$ cat src/rtl/lcd_window_streamer.sv
// APB write master that streams a rectangular window into the NT35510 LCD adapter:
// column/page address set, memory write, then one data write per incoming pixel.
module lcd_window_streamer #(
    parameter logic [31:0] BASE_ADDR = 32'h0000_0000
) (
    input  logic        clk,
    input  logic        nrst,
    input  logic        cmd_valid,
    output logic        cmd_ready,
    input  logic [15:0] cmd_x0,
    input  logic [15:0] cmd_x1,
    input  logic [15:0] cmd_y0,
    input  logic [15:0] cmd_y1,
    input  logic        pix_valid,
    output logic        pix_ready,
    input  logic [23:0] pix_data,
    output logic [31:0] paddr,
    output logic        psel,
    output logic        penable,
    output logic        pwrite,
    output logic [31:0] pwdata,
    input  logic        pready,
    input  logic        pslverr,
    output logic        busy,
    output logic        done,
    output logic        err
);

    localparam logic [2:0] S_IDLE      = 3'd0;
    localparam logic [2:0] S_SETUP     = 3'd1;
    localparam logic [2:0] S_ACCESS    = 3'd2;
    localparam logic [2:0] S_GAP       = 3'd3;
    localparam logic [2:0] S_PIX_FETCH = 3'd4;
    localparam logic [2:0] S_FINISH    = 3'd5;

    // Steps 0..15 are address-set pairs, 16 is memory write, 17 marks the pixel phase.
    localparam logic [4:0] STEP_MEMWR = 5'd16;
    localparam logic [4:0] STEP_PIX   = 5'd17;

    logic [2:0]  state_q, state_d;
    logic [4:0]  step_q, step_d;
    logic [31:0] rem_q, rem_d;
    logic [31:0] paddr_q, paddr_d;
    logic [31:0] pwdata_q, pwdata_d;
    logic        err_q, err_d;
    logic [15:0] x0_q, x1_q, y0_q, y1_q;

    logic [16:0] win_w, win_h;
    logic [31:0] npix;
    logic        win_bad;
    logic [31:0] rem_after;

    // Header word for a given step: even steps carry the register index, odd steps one parameter byte.
    function automatic logic [31:0] header_word(input logic [4:0] step,
                                                input logic [15:0] x0, input logic [15:0] x1,
                                                input logic [15:0] y0, input logic [15:0] y1);
        logic [31:0] word;
        logic [15:0] corner;
        case (step[3:2])
            2'd0:    corner = x0;
            2'd1:    corner = x1;
            2'd2:    corner = y0;
            default: corner = y1;
        endcase
        if (step == STEP_MEMWR)
            word = 32'h0000_2C00;
        else if (!step[0])
            word = {16'h0000, (step[3] ? 8'h2B : 8'h2A), 6'h00, step[2:1]};
        else
            word = {24'h00_0000, (step[1] ? corner[7:0] : corner[15:8])};
        return word;
    endfunction

    assign win_w   = {1'b0, cmd_x1} - {1'b0, cmd_x0} + 17'd1;
    assign win_h   = {1'b0, cmd_y1} - {1'b0, cmd_y0} + 17'd1;
    assign npix    = {15'd0, win_w} * {15'd0, win_h};
    assign win_bad = (cmd_x1 < cmd_x0) || (cmd_y1 < cmd_y0);

    // cmd and pix handshakes fire on the rising edge where valid and ready are both high;
    // ready depends only on state, never combinationally on valid.
    always_comb begin
        state_d   = state_q;
        step_d    = step_q;
        rem_d     = rem_q;
        paddr_d   = paddr_q;
        pwdata_d  = pwdata_q;
        err_d     = err_q;
        rem_after = (step_q == STEP_PIX) ? rem_q - 32'd1 : rem_q;
        case (state_q)
            S_IDLE: begin
                if (cmd_valid) begin
                    err_d  = 1'b0;
                    step_d = 5'd0;
                    rem_d  = npix;
                    if (win_bad) begin
                        err_d   = 1'b1;
                        state_d = S_FINISH;
                    end else begin
                        paddr_d  = BASE_ADDR;
                        pwdata_d = header_word(5'd0, cmd_x0, cmd_x1, cmd_y0, cmd_y1);
                        state_d  = S_SETUP;
                    end
                end
            end
            S_SETUP: state_d = S_ACCESS;
            S_ACCESS: begin
                if (pready) begin
                    state_d = S_GAP;
                    if (pslverr) err_d = 1'b1;
                end
            end
            S_GAP: begin
                if (step_q < STEP_MEMWR) begin
                    step_d   = step_q + 5'd1;
                    paddr_d  = step_q[0] ? BASE_ADDR : BASE_ADDR + 32'd4;
                    pwdata_d = header_word(step_q + 5'd1, x0_q, x1_q, y0_q, y1_q);
                    state_d  = S_SETUP;
                end else begin
                    // Count a pixel only once its write has completed.
                    rem_d   = rem_after;
                    step_d  = STEP_PIX;
                    state_d = (rem_after != 32'd0) ? S_PIX_FETCH : S_FINISH;
                end
            end
            S_PIX_FETCH: begin
                if (pix_valid) begin
                    paddr_d  = BASE_ADDR + 32'd4;
                    pwdata_d = {8'h00, pix_data};
                    state_d  = S_SETUP;
                end
            end
            S_FINISH: state_d = S_IDLE;
            default:  state_d = S_IDLE;
        endcase
    end

    always_ff @(posedge clk or negedge nrst) begin
        if (!nrst) begin
            state_q  <= S_IDLE;
            step_q   <= 5'd0;
            rem_q    <= 32'd0;
            paddr_q  <= 32'd0;
            pwdata_q <= 32'd0;
            err_q    <= 1'b0;
            x0_q     <= 16'd0;
            x1_q     <= 16'd0;
            y0_q     <= 16'd0;
            y1_q     <= 16'd0;
        end else begin
            state_q  <= state_d;
            step_q   <= step_d;
            rem_q    <= rem_d;
            paddr_q  <= paddr_d;
            pwdata_q <= pwdata_d;
            err_q    <= err_d;
            if (state_q == S_IDLE && cmd_valid) begin
                x0_q <= cmd_x0;
                x1_q <= cmd_x1;
                y0_q <= cmd_y0;
                y1_q <= cmd_y1;
            end
        end
    end

    assign psel      = (state_q == S_SETUP) || (state_q == S_ACCESS);
    assign penable   = (state_q == S_ACCESS);
    assign pwrite    = psel;
    assign paddr     = paddr_q;
    assign pwdata    = pwdata_q;
    assign cmd_ready = (state_q == S_IDLE);
    assign pix_ready = (state_q == S_PIX_FETCH);
    assign busy      = (state_q != S_IDLE);
    assign done      = (state_q == S_FINISH);
    assign err       = err_q;

endmodule

$ cat config.mk
export PLATFORM = sky130hd
export DESIGN_NAME = lcd_window_streamer
export DESIGN_NICKNAME = d
export VERILOG_FILES = /design/src/rtl/lcd_window_streamer.sv
export SDC_FILE = /design/constraint.sdc
export NUM_CORES = 1
export LEC_CHECK = 0
export CORE_MARGIN = 5
export CORE_UTILIZATION = 24
export DETAILED_ROUTE_END_ITERATION = 8
export DONT_BUFFER_PORTS = 1
export PLACE_DENSITY = 0.46
export SETUP_SLACK_MARGIN = 0.05
export SYNTH_ARGS = -nofsm -noshare
export SYNTH_HDL_FRONTEND = slang
export SYNTH_SLANG_ARGS = --single-unit
$ cat constraint.sdc
create_clock -name clk -period 8.9 [get_ports clk]
set_input_delay 1.78 -clock clk [delete_from_list [all_inputs] [get_ports clk]]
set_output_delay 1.78 -clock clk [all_outputs]
set_load 0.02 [all_outputs]
### Word-level counts from Yosys, hierarchy flattened

Index checks and enable logic that the tools add are counted.

| word-level totals | value |
|---|---|
| bits in registers | 169 |
| output and inout port bits | 72 |

| cells by class | value |
|---|---|
| add/sub/neg operators | 6 |
| multiply operators | 1 |
| order comparisons | 3 |
| equal/unequal tests | 16 |
| mux-type cells | 35 |
| reductions and logical operators | 15 |

Operator list:

| operator | count |
|---|---|
| $mux 32 | 11 |
| $pmux 32 s3 | 2 |
| $pmux 32 s2 | 1 |
| $pmux 16 s3 | 1 |
| $add 17x1->17 const B | 2 |
| $sub 16x16->17 | 2 |
| $lt 16x16->1 | 2 |
| $mul 17x17->32 | 1 |
| $reduce_bool 32->1 | 1 |
| $sub 32x1->32 const B | 1 |
| $mux 14 | 2 |
| $mux 3 | 6 |
| $pmux 3 s5 | 1 |
| $eq 5x5->1 const B | 2 |
| $mux 5 | 2 |
| $ne 2x2->1 const B | 5 |
| $pmux 5 s2 | 1 |
| $mux 8 | 1 |
| $eq 3x2->1 const B | 2 |
| $eq 3x3->1 const B | 2 |
| $mux 1 | 6 |
| $reduce_and 3->1 | 2 |
| $reduce_bool 3->1 | 2 |
| $add 5x1->5 const B | 1 |
| other kinds (14) | 17 |

### Longest topological paths before layout

| depth | value |
|---|---|
| word-level depth | 8 |
| gate-level depth with buffers | 38 |
| mapped depth without buffers | 38 |

### Least setup slack after synthesis

No wires, ideal clock.

| path | value |
|---|---|
| path type | in2reg |
| from | input port cmd_x0[1] |
| to | register rem_q[31] |
| setup time | 0.128 ns |
| data arrival time | 10.033 ns |
| required time | 8.772 ns |
| path slack | -1.261 ns |
| stages | 37 |
| cells stage by stage | inv_1 ha_1 inv_1 ha_1 inv_1 fa_1 nor2b_1 o21ai_0 a21boi_0 o21ai_0 a21oi_1 o21ai_1 a21oi_1 o21ai_0 a21boi_1 clkbuf_1 o21ai_0 fa_1 fa_1 fa_1 inv_1 fa_1 fa_1 inv_1 fa_1 inv_1 ha_1 a21o_1 a31oi_1 o221ai_1 a22oi_1 a31oi_1 or4_1 nand4_2 xor2_2 o41ai_1 nor2_1 |

| between the ends | value |
|---|---|
| cells in the longest elaborated chain, start to end | 5 |

RTL lines:

| element | line | source |
|---|---|---|
| start, declared | 10 | `input logic [15:0] cmd_x0,` |
| $sub 16x16->17 | 74 | `assign win_w = {1'b0, cmd_x1} - {1'b0, cmd_x0} + 17'd1;` |
| $add 17x1->17 | 74 |  |
| $mul 17x17->32 | 76 | `assign npix = {15'd0, win_w} * {15'd0, win_h};` |
| $mux 32 | 91 | `if (cmd_valid) begin` |
| $pmux 32 s2 | 89 | `case (state_q)` |
| end signal, assigned | 152 | `rem_q <= rem_d;` |
| end, declared | 42 | `logic [31:0] rem_q, rem_d;` |

No other way between the ends. The select of a mux whose other input is x is not followed.
A chain may end at the register's enable or synchronous reset.

### Worst setup path after layout

| path | value |
|---|---|
| from | input port cmd_x0[0] |
| to | register rem_q[31] |

The elaborated chain is that of the path after synthesis.

==> impl_metrics.py <==
metrics = {
    "setup_path": {
        "ff2ff_setup_slack_ns": 5.54,
        "timing.critical_path.required_ns": 9.21,
        "slowest_delay_ns": 0.57,
        "crit-reg2reg-launch": "step_q[0]$_DFFE_PN0P_",
        "worstReg2RegEnd": "state_q[0]$_DFFE_PN0P_",
        "ff2ff_path_depth": 11,
        "worst_path_most_repeated_cell": "sky130_fd_sc_hd__fa_1",
        "critPathBufInv": 10,
        "worst_setup_path_end_kind": "register",
        "startpoint_type": "input port",
        "worst_ep_arrival_time_ns": 9.63,
        "critical_path_class": "in2reg",
        "crit_family": "adder cells",
        "critPathMaxFanout": 6,
        "cpMaxStageDelayCell": "sky130_fd_sc_hd__fa_1",
    },
    "clocking": {
        "ctsRootBufferMaster": "sky130_fd_sc_hd__clkbuf_16",
        "worstSkewPairLatency_ns": 0.43,
        "clock_path_buffers": 2,
        "cts_tree": "done",
        "cts_inserted_buffers": 17,
        "cts_htree_levels": 4,
        "cts_num_sinks": 130,
        "clkTransAtPathRegs_ns": 0.06,
    },
    "drt": {
        "ant_nets": 0,
        "1st_pass_router_iterations": 5,
        "viasPerCell": 4.47,
        "avgRoutedWirePerCell_microns": 17.5,
        "via_count": 15800,
        "drc": 0,
        "detail_route.wirelength_mm": 61.9,
        "initial_drc_count": 886,
    },
    "layout": {
        "regArea_sq_um": 3250,
        "multi_input_gate_area_sq_um": 14400,
        "filler_cell_count_in_the_final_layout": 8286,
        "final_design_area_no_fill_sq_um": 24100,
        "post_route_cells_drive_above_1_share_pct": 23.9,
        "flow.area_growth_from_synthesis_pct": 28.0,
        "num-nets-final": 2981,
        "antenna_cells": 0,
    },
    "synth": {
        "post_synth_xor_area_fraction_pct": 3.61,
        "async_set_or_reset_flop_fraction_in_the_synthesized_netlist_pct": 100,
        "dominant_combinational_cell_family_by_area_after_synthesis": "adder cells",
        "synthDominantAreaCellType": "sky130_fd_sc_hd__fa_1",
        "synth-compound-area-share_pct": 11.1,
        "syn_inst": 2194,
        "syn-mean-instance-area_sq_um": 8.57,
        "muxShareOfSynthArea_pct": 3.58,
        "ys_dominant_reg_cell": "sky130_fd_sc_hd__dfrtp_1",
        "synth_adder_area_share_pct": 36.6,
        "synth_area_sq_um": 18800,
        "synthesized_area_fraction_occupied_by_and_or_nand_nor_cells_pct": 16.8,
        "sequential_area_share_after_synthesis_pct": 17.3,
        "yosysTopAreaCellShare_pct": 25.4,
        "ys_top_cells_by_area": "sky130_fd_sc_hd__fa_1, sky130_fd_sc_hd__dfrtp_1, sky130_fd_sc_hd__ha_1",
        "postSynthRegisterBits": 130,
        "yosysUniqueCellTypes": 87,
        "synth_enable_flop_cells": 0,
        "synth.yosys.warnings": 0,
    },
    "sta": {
        "finalWorstSetupSlack_ns": -0.423,
        "min_period_over_period_pct": 105,
        "maxSlewHeadroom_pct": 27.1,
        "worst_clock_skew_ns": 0.0106,
        "tightestPinTransition_ns": 1.09,
        "clock.fmax_mhz": 107,
        "final.setup.tns_ns": -2.49,
        "final_hold_slack_ns": 0.470,
        "finalMaxSlewViolations": 0,
        "final_hold_viol_count": 0,
        "unrepaired_setup_endpoints_after_global_routing": "true",
        "final-setup-viol-count": 12,
        "final.min_clock_period_ns": 9.32,
    },
    "floorplanning": {
        "start_util_pct": 24.2,
        "io_pins": 166,
        "coreArea_sq_um": 77600,
        "die_w_microns": 290,
        "placement_rows": 102,
        "fp.dieArea_sq_um": 84100,
        "die_y_microns": 290,
    },
    "min_path": {
        "holdCritStartpoint": "x1_q[3]$_DFFE_PN0P_",
        "worstHoldPathCells": 2,
        "hp-class": "reg2reg",
        "hold-path-endpoint": "x1_q[3]$_DFFE_PN0P_",
    },
    "status": {
        "violations_in_the_final_reports": "setup timing",
        "status": "finished with violations",
    },
    "global_route": {
        "maximum_number_of_pins_on_one_net_before_global_route_repair": 131,
        "grt_usage_pct": 14.4,
        "wire_length_of_the_first_global_routing_pass_mm": 96.7,
        "number_of_antenna_violations_at_the_first_check_in_global_routing": 0,
        "grt.overflow.total": 0,
        "via_count_of_the_first_global_routing_pass": 16800,
    },
    "place": {
        "post_dp_cell_area_sq_um": 22400,
        "port_buffers": 0,
        "place.detailed.hpwl_mm": 51.1,
        "gp_routability_congestion": 0.911,
    },
    "job": {
        "max_cap_violations": 0,
    },
}
[stage by stage]
stage / util, % / worst slack (ns) / std cells
6_report: 31.0 / -0.423 / 3533
5_1_grt: 31.0 / -0.652 / 3533
4_1_cts: 30.6 / -0.294 / 3517
3_5_place_dp: 28.8 / -1.18 / 3445
3_3_place_gp: 28.8 / -1.18 / 3445
2_1_floorplan: - / -0.624 / 2232
[flip-flops by register name, summed over array words and instances, names as in the netlist]
name / count
y0_q: 16
x0_q: 16
x1_q: 16
pwdata: 24
err: 1
state_q: 3
paddr: 1
rem_q: 32
y1_q: 16
step_q: 5
[final cells by class]
type | count | share of cell area (%)
inverters | 383 | 6.15
well taps | 1040 | 5.41
clock buffers | 17 | 1.77
flip-flops and latches | 130 | 13.5
multi-input cells | 1592 | 59.8
clock inverters | 14 | 0.749
repair buffers | 357 | 12.7
[synth_stat cells, drive strengths merged, types with 4 or more instances]
library cell / number
a211oi: 8
a21boi: 4
a21o: 14
a21oi: 78
a22o: 4
a22oi: 6
a31oi: 18
and2: 72
and3: 7
buf: 54
clkbuf: 73
dfrtp: 130
fa: 239
ha: 167
inv: 383
mux2: 14
mux2i: 20
mux4: 14
nand2: 345
nand2b: 16
nand3: 28
nand4: 11
nor2: 118
nor2b: 17
nor3: 24
nor3b: 5
nor4: 18
o211ai: 9
o21a: 11
o21ai: 142
o21bai: 8
o22ai: 8
or3: 6
or4: 7
xnor2: 43
xor2: 32
[layout by cell type (no fill, tap or decap), drive strengths merged, types with 14 or more instances in the layout]
| master | n |
|---|---|
| inv | 385 |
| buf | 357 |
| nand2 | 345 |
| fa | 239 |
| ha | 167 |
| o21ai | 142 |
| dfrtp | 130 |
| nor2 | 118 |
| a21oi | 78 |
| and2 | 72 |
| xnor2 | 43 |
| conb | 39 |
| xor2 | 32 |
| nand3 | 28 |
| nor3 | 24 |
| mux2i | 20 |
| nor4 | 18 |
| a31oi | 18 |
| clkbuf | 17 |
| nor2b | 17 |
| nand2b | 16 |
| a21o | 14 |
| mux4 | 14 |
| mux2 | 14 |
[worst max-delay path by stage]
stage	endpoint	cells after the start	startpoint
global route	rem_q[31]$_DFFE_PN0P_	40	cmd_x0[1]
global placement	rem_q[31]$_DFFE_PN0P_	36	cmd_x0[1]
finish	rem_q[31]$_DFFE_PN0P_	35	cmd_x0[0]
floorplan	rem_q[31]$_DFFE_PN0P_	31	cmd_y0[2]
CTS	rem_q[31]$_DFFE_PN0P_	33	cmd_y0[2]
detailed placement	rem_q[31]$_DFFE_PN0P_	37	cmd_x0[1]
[what timing repair did]
item,4_1_cts,5_1_grt
pin swaps,88,87
hold buffers,0,0
resized for setup,117,62
endpoints found under the setup margin,18,17
endpoints found under the hold margin,0,0
setup buffers,42,20
[kinds of logic after synthesis]
group | Yosys count
compound gates | 339
simple gates | 685
fa+ha+maj | 406
buf+inv | 510
flops | 130
xor+xnor | 75
other cells | 1
mux | 48
[worst min-delay path: cells and delay by family, from the launching register on]
kind / cells / cell delay (ns)
flip-flops: 1 / 0.34
AND/OR/NAND/NOR: 2 / 0.10
[routing by layer]
layer | up-vias | wire length (microns) | GRT usage [%]
li1 | 7472 | - | -
met1 | 7955 | 26900 | 18.6
met2 | 318 | 31100 | 25.6
met3 | 41 | 2910 | 2.56
met4 | 0 | 1050 | 2.58
met5 | - | 0 | 0
Power is left out: the tool's default activity adds up to more than one toggle a clock period on the data nets, which glitch-free logic cannot reach.
